<file path="src/rtl/fetch_unit_if.sv">
// Fetch-stage bus: instruction-memory address/data, IR handshake toward
// decode, external redirect and halt status.
interface fetch_unit_if #(
    parameter int ADDR_W  = 5,
    parameter int INSTR_W = 8
);
    logic [ADDR_W-1:0]  pc_out;
    logic [INSTR_W-1:0] instr_in;
    logic [INSTR_W-1:0] ir_out;
    logic               ir_valid;
    logic               ir_ready;
    logic               redirect;
    logic [ADDR_W-1:0]  redirect_pc;
    logic               halted;

    // Fetch unit side
    modport master (
        output pc_out,
        output ir_out,
        output ir_valid,
        output halted,
        input  instr_in,
        input  ir_ready,
        input  redirect,
        input  redirect_pc
    );

    // Memory / decode / branch-resolution side
    modport slave (
        input  pc_out,
        input  ir_out,
        input  ir_valid,
        input  halted,
        output instr_in,
        output ir_ready,
        output redirect,
        output redirect_pc
    );
endinterface

</file>
<file path="src/rtl/fetch_unit.sv">
// Program counter and fetch stage. Addresses a combinational instruction
// memory, captures the returned instruction into the IR and offers it to
// decode over valid/ready. Unconditional jumps and halts are resolved here.
//
//  state    | meaning
//  ---------+-----------------------------------------------------------
//  ST_FETCH | fetching; IR loads whenever the slot is free
//  ST_HALT  | HALT captured; PC frozen until redirect or reset
module fetch_unit #(
    parameter int                ADDR_W   = 5,
    parameter int                INSTR_W  = 8,
    parameter logic [ADDR_W-1:0] RESET_PC = '0,
    parameter logic [2:0]        OP_JMP   = 3'b100,
    parameter logic [2:0]        OP_HALT  = 3'b011
) (
    input  logic          clk,
    input  logic          rst,
    fetch_unit_if.master  bus
);

    localparam logic [0:0] ST_FETCH = 1'b0;
    localparam logic [0:0] ST_HALT  = 1'b1;

    logic [0:0]         state_q,    state_d;
    logic [ADDR_W-1:0]  pc_q,       pc_d;
    logic [INSTR_W-1:0] ir_q,       ir_d;
    logic               ir_valid_q, ir_valid_d;

    logic               slot_free;
    logic [2:0]         opcode;
    logic [ADDR_W-1:0]  operand;

    assign slot_free = !ir_valid_q || bus.ir_ready;
    assign opcode    = bus.instr_in[INSTR_W-1 -: 3];
    assign operand   = bus.instr_in[ADDR_W-1:0];

    // Next-state decode: redirect > stall > jump > halt > normal fetch
    always_comb begin
        state_d    = state_q;
        pc_d       = pc_q;
        ir_d       = ir_q;
        ir_valid_d = ir_valid_q;

        if (bus.redirect) begin
            // In-flight IR is flushed regardless of ir_ready; a halt is lifted.
            pc_d       = bus.redirect_pc;
            ir_valid_d = 1'b0;
            state_d    = ST_FETCH;
        end else if (state_q == ST_HALT) begin
            if (ir_valid_q && bus.ir_ready) begin
                ir_valid_d = 1'b0;
            end
        end else if (!slot_free) begin
            // Stall: decode still holds the current IR; instr_in is ignored.
        end else if (opcode == OP_JMP) begin
            pc_d       = operand;
            ir_valid_d = 1'b0;
        end else if (opcode == OP_HALT) begin
            ir_valid_d = 1'b0;
            state_d    = ST_HALT;
        end else begin
            ir_d       = bus.instr_in;
            ir_valid_d = 1'b1;
            pc_d       = pc_q + 1'b1;
        end
    end

    // State registers with synchronous reset that overrides all inputs
    always_ff @(posedge clk) begin
        if (rst) begin
            state_q    <= ST_FETCH;
            pc_q       <= RESET_PC;
            ir_q       <= '0;
            ir_valid_q <= 1'b0;
        end else begin
            state_q    <= state_d;
            pc_q       <= pc_d;
            ir_q       <= ir_d;
            ir_valid_q <= ir_valid_d;
        end
    end

    assign bus.pc_out   = pc_q;
    assign bus.ir_out   = ir_q;
    assign bus.ir_valid = ir_valid_q;
    assign bus.halted   = (state_q == ST_HALT);

endmodule

</file>
<file path="src/flat_wrapper.sv">
// flat-port wrapper written by rule: the top's interface ports become plain ports
module fetch_unit_flat 
#(
    parameter int                ADDR_W   = 5,
    parameter int                INSTR_W  = 8,
    parameter logic [ADDR_W-1:0] RESET_PC = '0,
    parameter logic [2:0]        OP_JMP   = 3'b100,
    parameter logic [2:0]        OP_HALT  = 3'b011
)
  (clk, rst, bus_pc_out, bus_ir_out, bus_ir_valid, bus_halted, bus_instr_in, bus_ir_ready, bus_redirect, bus_redirect_pc);
  fetch_unit_if #(.ADDR_W(ADDR_W), .INSTR_W(INSTR_W)) bus_i ();
  input  logic clk;
  input  logic rst;
  output wire logic [$bits(bus_i.pc_out)-1:0] bus_pc_out;
  output wire logic [$bits(bus_i.ir_out)-1:0] bus_ir_out;
  output wire logic [$bits(bus_i.ir_valid)-1:0] bus_ir_valid;
  output wire logic [$bits(bus_i.halted)-1:0] bus_halted;
  input wire logic [$bits(bus_i.instr_in)-1:0] bus_instr_in;
  input wire logic [$bits(bus_i.ir_ready)-1:0] bus_ir_ready;
  input wire logic [$bits(bus_i.redirect)-1:0] bus_redirect;
  input wire logic [$bits(bus_i.redirect_pc)-1:0] bus_redirect_pc;
  assign bus_pc_out = bus_i.pc_out;
  assign bus_ir_out = bus_i.ir_out;
  assign bus_ir_valid = bus_i.ir_valid;
  assign bus_halted = bus_i.halted;
  assign bus_i.instr_in = bus_instr_in;
  assign bus_i.ir_ready = bus_ir_ready;
  assign bus_i.redirect = bus_redirect;
  assign bus_i.redirect_pc = bus_redirect_pc;
  fetch_unit #(.ADDR_W(ADDR_W), .INSTR_W(INSTR_W), .RESET_PC(RESET_PC), .OP_JMP(OP_JMP), .OP_HALT(OP_HALT)) u_core (.clk(clk), .rst(rst), .bus(bus_i));
endmodule
</file>
<file path="config.mk">
export PLATFORM = sky130hd
export DESIGN_NAME = fetch_unit_flat
export DESIGN_NICKNAME = d
export VERILOG_FILES = /design/src/rtl/fetch_unit_if.sv /design/src/rtl/fetch_unit.sv /design/src/flat_wrapper.sv
export SDC_FILE = /design/constraint.sdc
export NUM_CORES = 1
export LEC_CHECK = 0
export BUFFER_PORTS_ARGS = -buffer_cell sky130_fd_sc_hd__buf_2
export CAP_MARGIN = 20
export CORE_MARGIN = 3
export CORE_UTILIZATION = 35
export CTS_CLUSTER_DIAMETER = 40
export DETAILED_ROUTE_END_ITERATION = 16
export SETUP_SLACK_MARGIN = 0.5
export SYNTH_ARGS = -nofsm -noshare
export SYNTH_HDL_FRONTEND = slang
export SYNTH_SLANG_ARGS = --single-unit
</file>
<file path="constraint.sdc">
create_clock -name clk -period 3.48 [get_ports clk]
set_clock_uncertainty 0.2 [all_clocks]
set_input_delay 0.174 -clock clk [delete_from_list [all_inputs] [get_ports clk]]
set_output_delay 0.174 -clock clk [all_outputs]
set_load 0.05 [all_outputs]
</file>
==> results of run 1 <==
-- worst register-to-register path, stage by stage (launching register included) --
cell and delay [ns]:
dfxtp_1 0.38, inv_1 0.11, nand3_1 0.17, or4_1 0.50, a31oi_1 0.13
-- kinds of logic after synthesis --
logic type | share of synthesized area (%)
buf+inv | 3.47
fa+ha+maj | 1.58
compound gates | 22.7
flops | 37.9
mux | 3.16
simple gates | 31.1
-- final timing paths --
| path | start | endpoint | slack (ns) | cells past startpoint |
|---|---|---|---|---|
| setup reg to reg | u_core.bus.halted | u_core.bus.pc_out[0] | 1.91 | 4 |
| hold / removal | bus_redirect_pc[0] | u_core.bus.pc_out[0] | 0.03 | 3 |
| hold reg to reg | u_core.bus.ir_out[1] | u_core.bus.ir_out[1] | 0.27 | 2 |
| setup / recovery | bus_instr_in[5] | u_core.bus.ir_out[7] | 1.59 | 6 |
-- cell usage in the layout (no fill, tap or decap), types with 2 or more instances in the layout --
cell	netlist	routed
a31oi_1	4	4
nor2_1	2	2
and2_2	2	2
nand3_1	12	12
nor3_1	5	5
dlygate4sd3_1	0	12
o21bai_1	2	2
clkbuf_4	0	3
a21oi_1	9	9
and2_1	3	3
inv_1	2	2
buf_2	1	31
nor3b_1	2	2
o21ai_0	14	14
nand3b_1	2	2
dfxtp_1	15	15
-- power by group --
| group | total [uW] | switching (uW) | internal [uW] |
|---|---|---|---|
| clock network | 101 | 56.1 | 44.5 |
| logic | 128 | 82.7 | 45.5 |
| registers | 192 | 9.00 | 183 |
| total | 421 | 148 | 273 |
-- layout make-up --
class	instances	area, sq um	share of cell area (%)
Timing Repair Buffer	43	275	24.9
Multi-Input combinational cell	73	464	41.9
Sequential cell	15	300	27.1
Inverter	2	7.51	0.678
Tap cell	27	33.8	3.05
Clock buffer	4	26.3	2.37
-- state kept, by name (all words and copies together) (netlist names) --
signal               count
u_core.bus.halted        1
u_core.bus.ir_out        8
u_core.bus.pc_out        5
u_core.bus.ir_valid      1
-- synth_stat cells --
cell type   n
nor2b_1     1
nor2_1      2
nor3_1      5
and3b_2     1
nand2_1     1
a21oi_1     9
nor3_4      1
o21ai_0    14
nor3b_1     2
a221oi_1    1
clkbuf_1    4
a31oi_1     4
ha_1        1
or3b_1      1
nor3b_2     1
nor4_2      1
buf_2       1
and2_1      3
mux2_4      1
nand2b_1    1
nand4_1     1
o21bai_1    2
or4_1       1
and2_2      2
nand3b_1    2
o31ai_1     1
inv_1       2
a311oi_1    1
dfxtp_1    15
nand3_1    12
mux2i_1     1
-- timing repair --
action,4_1_cts,5_1_grt
buffers inserted,0,0
endpoints found under the hold margin,12,0
hold buffers,12,0
endpoints found under the setup margin,0,0
-- through the flow --
stage	setup WS, ns	hold WS (ns)
floorplan	1.67	0.0461
global placement	1.86	0.216
detailed placement	1.82	0.220
CTS	1.58	0.0263
global route	1.43	0.0644
finish	1.59	0.0337
-- routing by layer --
| metal | track usage, % | wire length, um | vias up |
|---|---|---|---|
| li1 | - | - | 439 |
| met1 | 20.4 | 1050 | 399 |
| met2 | 28.0 | 1020 | 26 |
| met3 | 3.32 | 123 | 2 |
| met4 | 8.94 | 13 | 0 |
| met5 | 0 | 0 | - |
==> impl_results.md, run 1 <==
- Core Util, Final: a little over half
- Placeable core area: just over 2000 sq um
- Diode count: 0
- RSZ-0062 raised after global routing: no
- Syn Area/Cell: about 8.3 sq um
- CTS HTree Levels: 1
- Fin. Hold Viols: 0
- Final Power: ~420 uW
- DRT Wirelength: around 2.2 mm
- Vias: 866
- Vias in the first global route: around 840
- FMAX: 0.528 GHz
- Worst EP arrival: roughly 1.9 ns
- Number of DRC markers in iteration 0: 14
- Later-pin clock latency in the skew report: 0.28 ns
- Final setup vio count: 0
- Synth area leaders: dfxtp_1 38%, o21ai_0 8.8%, nand3_1 7.6%
- Min Clock Period, post-route: around 1.9 ns
- Post-CTS sizing: 0
- Worst path max stage delay: ~0.53 ns
- Placed cell count: about 150
- Clk pin slew, worst setup/hold paths: 0.08 ns
- FP Rows: 16
- Largest net degree at the start of global routing: 18
- Chip width: between 50 and 60 um
- Wirelength per Cell: 13.5 um
- Crit path max fanout: 6
- Gr ovfl total: 0
- Worst-path cell chain: dlygate4sd3_1, buf_2, and3b_2, nor4_2, nand3_1, a21oi_1
- Status: finished, final reports clean
- Port Buffers: 31
- Synthesis Warnings: 0
- Non-Filler Instances: roughly 160
- Initial Utilization: about two fifths
- Synth Register Bits: 15
- Via/cell ratio: between 5 and 6
- PwrDens: around 380 nW/um^2
- Fin crit share: a little over half
- Setup CP Type: in -> reg
- CTS tree: yes
- Remaining DRCs: 0
- CP startpoint kind: primary input
- Slowest-stage cell, CP: dlygate4sd3_1
- Clock sink count: 15
- GP Congestion: a little under 0.8
- Final TNS setup: 0 ns
- Netlist cell types: 31
- Hpwl dp: roughly 1.5 mm
- Final ANT Viol Nets: 0
- Die area: between 2000 and 3000 sq um
- Inserted Clock Buffers: 3
- Max rail drop VDD: approximately 0.19 mV
- CP Buf/Inv Count: 2
- Syn nets: roughly 110
- Crit path capture type: flop
- Yosys top cell by area: dfxtp_1
- Max-cap viol count: 0
- Die Y: between 50 and 60 um
- Largest delay share family, worst path: simple AND/OR/NAND/NOR gates
- First-pass GRT wire length: 3.52 mm
- Dpl cell area: 961 sq um
- Layout net count: 156
- Measured slew at the worst slew-check pin: 0.531 ns
- Hold WC Path Type: in -> reg
- Share of cells above drive strength 1: between 20% and 30%
- Root Buffer Master: clkbuf_4
- Initial antenna violation count: 0
- Leakage: 0.000477 uW
- Yosys top cell area share: approximately 38%
- CTS max path bufs: 2
- Relative slew slack: between 60% and 70%
- Sequential area share after synthesis: 37.9%
- Drt first pass iters: 4
- CP required: roughly 3.5 ns
- Top Ports: 32
- Fillers: about 210
- Mapped Area: just under 800 sq um
- Synth-to-Final Area Change: 39.8%
- Synthesized netlist cell count: 95
- Total Routing Usage GR: 16.9%
- Pins over their slew limit: 0
- Finished Cell Area: 1110 sq um
No activity file was read; power rests on OpenSTA's default activity.
==> run 2: changes to the inputs <==
==> constraint.sdc (replaced) <==
create_clock -name clk -period 2 [get_ports clk]
set_clock_uncertainty 0.2 [all_clocks]
set_input_delay 0.1 -clock clk [delete_from_list [all_inputs] [get_ports clk]]
set_output_delay 0.1 -clock clk [all_outputs]
set_load 0.05 [all_outputs]
==> run 2 against run 1 <==
Compared with the run above:
- critical path depth down 1
- worst setup slack worse by 1.1 ns
- final cell count increased by 7.9%
- flip-flop and latch count unchanged
- clock-buffer cell count is 1 lower
- critical path type is now reg -> reg
==> impl_results.md, run 2 (synthesized netlist as in run 1, its figures left out) <==
- Status: finished, final reports clean (unchanged)
- Number of DRC markers in iteration 0: 20 (was 14)
- Die Y: 53.6 um (unchanged)
- GP Congestion: 0.798 (was 0.789)
- Leakage: 0.000563 uW (was 0.000477 uW)
- Max FFs per register: 8 (unchanged)
- CTS max path bufs: 2 (unchanged)
- Max-cap viol count: 0 (unchanged)
- Via/cell ratio: 5.38 (was 5.28)
- Hold_ws: 0.0464 ns (was 0.0337 ns)
- Share of cells above drive strength 1: 40.7% (was 29.9%)
- Initial Utilization: 38.8% (unchanged)
- Diode count: 0 (unchanged)
- Total Routing Usage GR: 17.9% (was 16.9%)
- Clk pin slew, worst setup/hold paths: 0.10 ns (was 0.08 ns)
- Wirelength per Cell: 13.5 um (about the same)
- Measured slew at the worst slew-check pin: 0.601 ns (was 0.531 ns)
- Final TNS setup: 0 ns (unchanged)
- CP required: 1.97 ns (was 3.50 ns)
- PwrDens: 610 nW/um^2 (was 380 nW/um^2)
- Fin. Hold Viols: 0 (unchanged)
- Pins over their slew limit: 0 (unchanged)
- Port Buffers: 31 (unchanged)
- CP startpoint kind: flop (was primary input)
- Relative slew slack: 59.7% (was 64.3%)
- Crit path capture type: flop (unchanged)
- CTS tree: yes (unchanged)
- FMAX: 0.667 GHz
- Top Ports: 32 (unchanged)
- Fin crit share: between 70% and 80%
- Vias in the first global route: 853 (was 836)
- RSZ-0062 raised after global routing: yes (was no)
- FP Rows: 16 (unchanged)
- Crit path max fanout: 5 (was 6)
- Layout net count: 169 (was 156)
- Dpl cell area: 981 sq um (was 961 sq um)
- Min Clock Period, post-route: 1.50 ns
- Hpwl dp: 1.53 mm (about the same)
- Initial antenna violation count: 0 (unchanged)
- Later-pin clock latency in the skew report: 0.28 ns (about the same)
- Most frequent cells in the layout: 31 x buf_2, 16 x dlygate4sd3_1, 12 x o21ai_0 (was 31 x buf_2, 15 x dfxtp_1, 14 x o21ai_0)
- Commonest non-fill, non-tap cell in the layout: buf_2 (unchanged)
- Post-Place Setup Slack: 0.401 ns (was 1.82 ns)
- Finished Cell Area: 1270 sq um (was 1110 sq um)
- Setup CP Type: reg -> reg (was in -> reg)
- First-pass GRT wire length: 3.79 mm (was 3.52 mm)
- Max rail drop VDD: 0.362 mV (was 0.186 mV)
- Drt first pass iters: 4 (unchanged)
- Final setup margin: 0.501 ns (was 1.59 ns)
- Vias: 952 (was 866)
- Largest net degree at the start of global routing: 17 (was 18)
- Gr ovfl total: 0 (unchanged)
- Synth-to-Final Area Change: 60.7% (was 39.8%)
- DRT Wirelength: 2.39 mm (was 2.21 mm)
- Placeable core area: 2040 sq um (unchanged)
- Inserted Clock Buffers: 3 (unchanged)
- Worst EP arrival: 1.47 ns (was 1.91 ns)
- Final ANT Viol Nets: 0 (unchanged)
- CTS HTree Levels: 1 (unchanged)
- Chip width: 53.6 um (unchanged)
- Core Util, Final: 62.3% (was 54.2%)
- Clock sink count: 15 (unchanged)
- Remaining DRCs: 0 (unchanged)
- Root Buffer Master: clkbuf_4 (unchanged)
- Hold WC Path Type: in -> reg (unchanged)
- Die area: 2870 sq um (unchanged)
- Final setup vio count: 0 (unchanged)
[run 2: cell count changes in the layout (fill, tap and decap cells not counted), moves of 2 or more]
| cell | before | now |
|---|---|---|
| o21ai_1 | 0 | 2 |
| buf_4 | 0 | 9 |
| dfxtp_2 | 0 | 2 |
| dfxtp_4 | 0 | 4 |
| o21ai_0 | 14 | 12 |
| dlygate4sd3_1 | 12 | 16 |
| dfxtp_1 | 15 | 9 |
[run 2: timing repair]
action                                  CTS  global route
hold buffers                             16             0
endpoints found under the setup margin    8            12
pin swaps                                 0             3
resized for setup                         2             7
endpoints found under the hold margin    15             0
setup buffers                             0             9
[run 2: final cells by class]
type | count | area, sq um
inverter | 2 | 10.0
sequential | 15 | 318
tap | 27 | 33.8
timing repair buffer | 56 | 383
fill | 205 | 769
multi-input combinational | 73 | 500
clock inverter | 1 | 5.00
clock buffer | 3 | 22.5
[run 2: power breakdown]
group	leakage [uW]	internal [uW]	switching [uW]
logic	0.000419	106	156
clock network	0.0000177	74.2	105
registers	0.000127	319	15.3
total	0.000563	499	277
[run 2: final timing paths]
check	end	depth (start not counted)	startpoint	slack (ns)
setup reg to reg	u_core.bus.pc_out[1]	5	u_core.bus.ir_valid	0.50
hold reg to reg	u_core.bus.ir_out[1]	2	u_core.bus.ir_out[1]	0.28
setup / recovery	u_core.bus.pc_out[1]	5	u_core.bus.ir_valid	0.50
hold / removal	u_core.bus.ir_out[3]	3	bus_redirect	0.05
[run 2: layer usage]
layer / global-route usage [%] / vias up / share of wire (%)
met1: 22.8 / 460 / 46
met4: 7.66 / 0 / 0.54
li1: - / 467 / -
met3: 2.49 / 2 / 4.5
met2: 30.0 / 23 / 49
met5: 0 / - / 0
[run 2: worst max-delay path, stage by stage, from the launching register on]
cell and delay (ns):
dfxtp_4 0.37, nor2b_4 0.14, nor3_4 0.26, buf_4 0.16, mux2i_1 0.17, o31ai_1 0.08
[run 2: stage by stage]
step / cells / power (uW)
detailed placement: 148 / 548
floorplan: 95 / 489
global placement: 148 / 545
finish: 177 / 776
global route: 177 / 819
CTS: 168 / 754
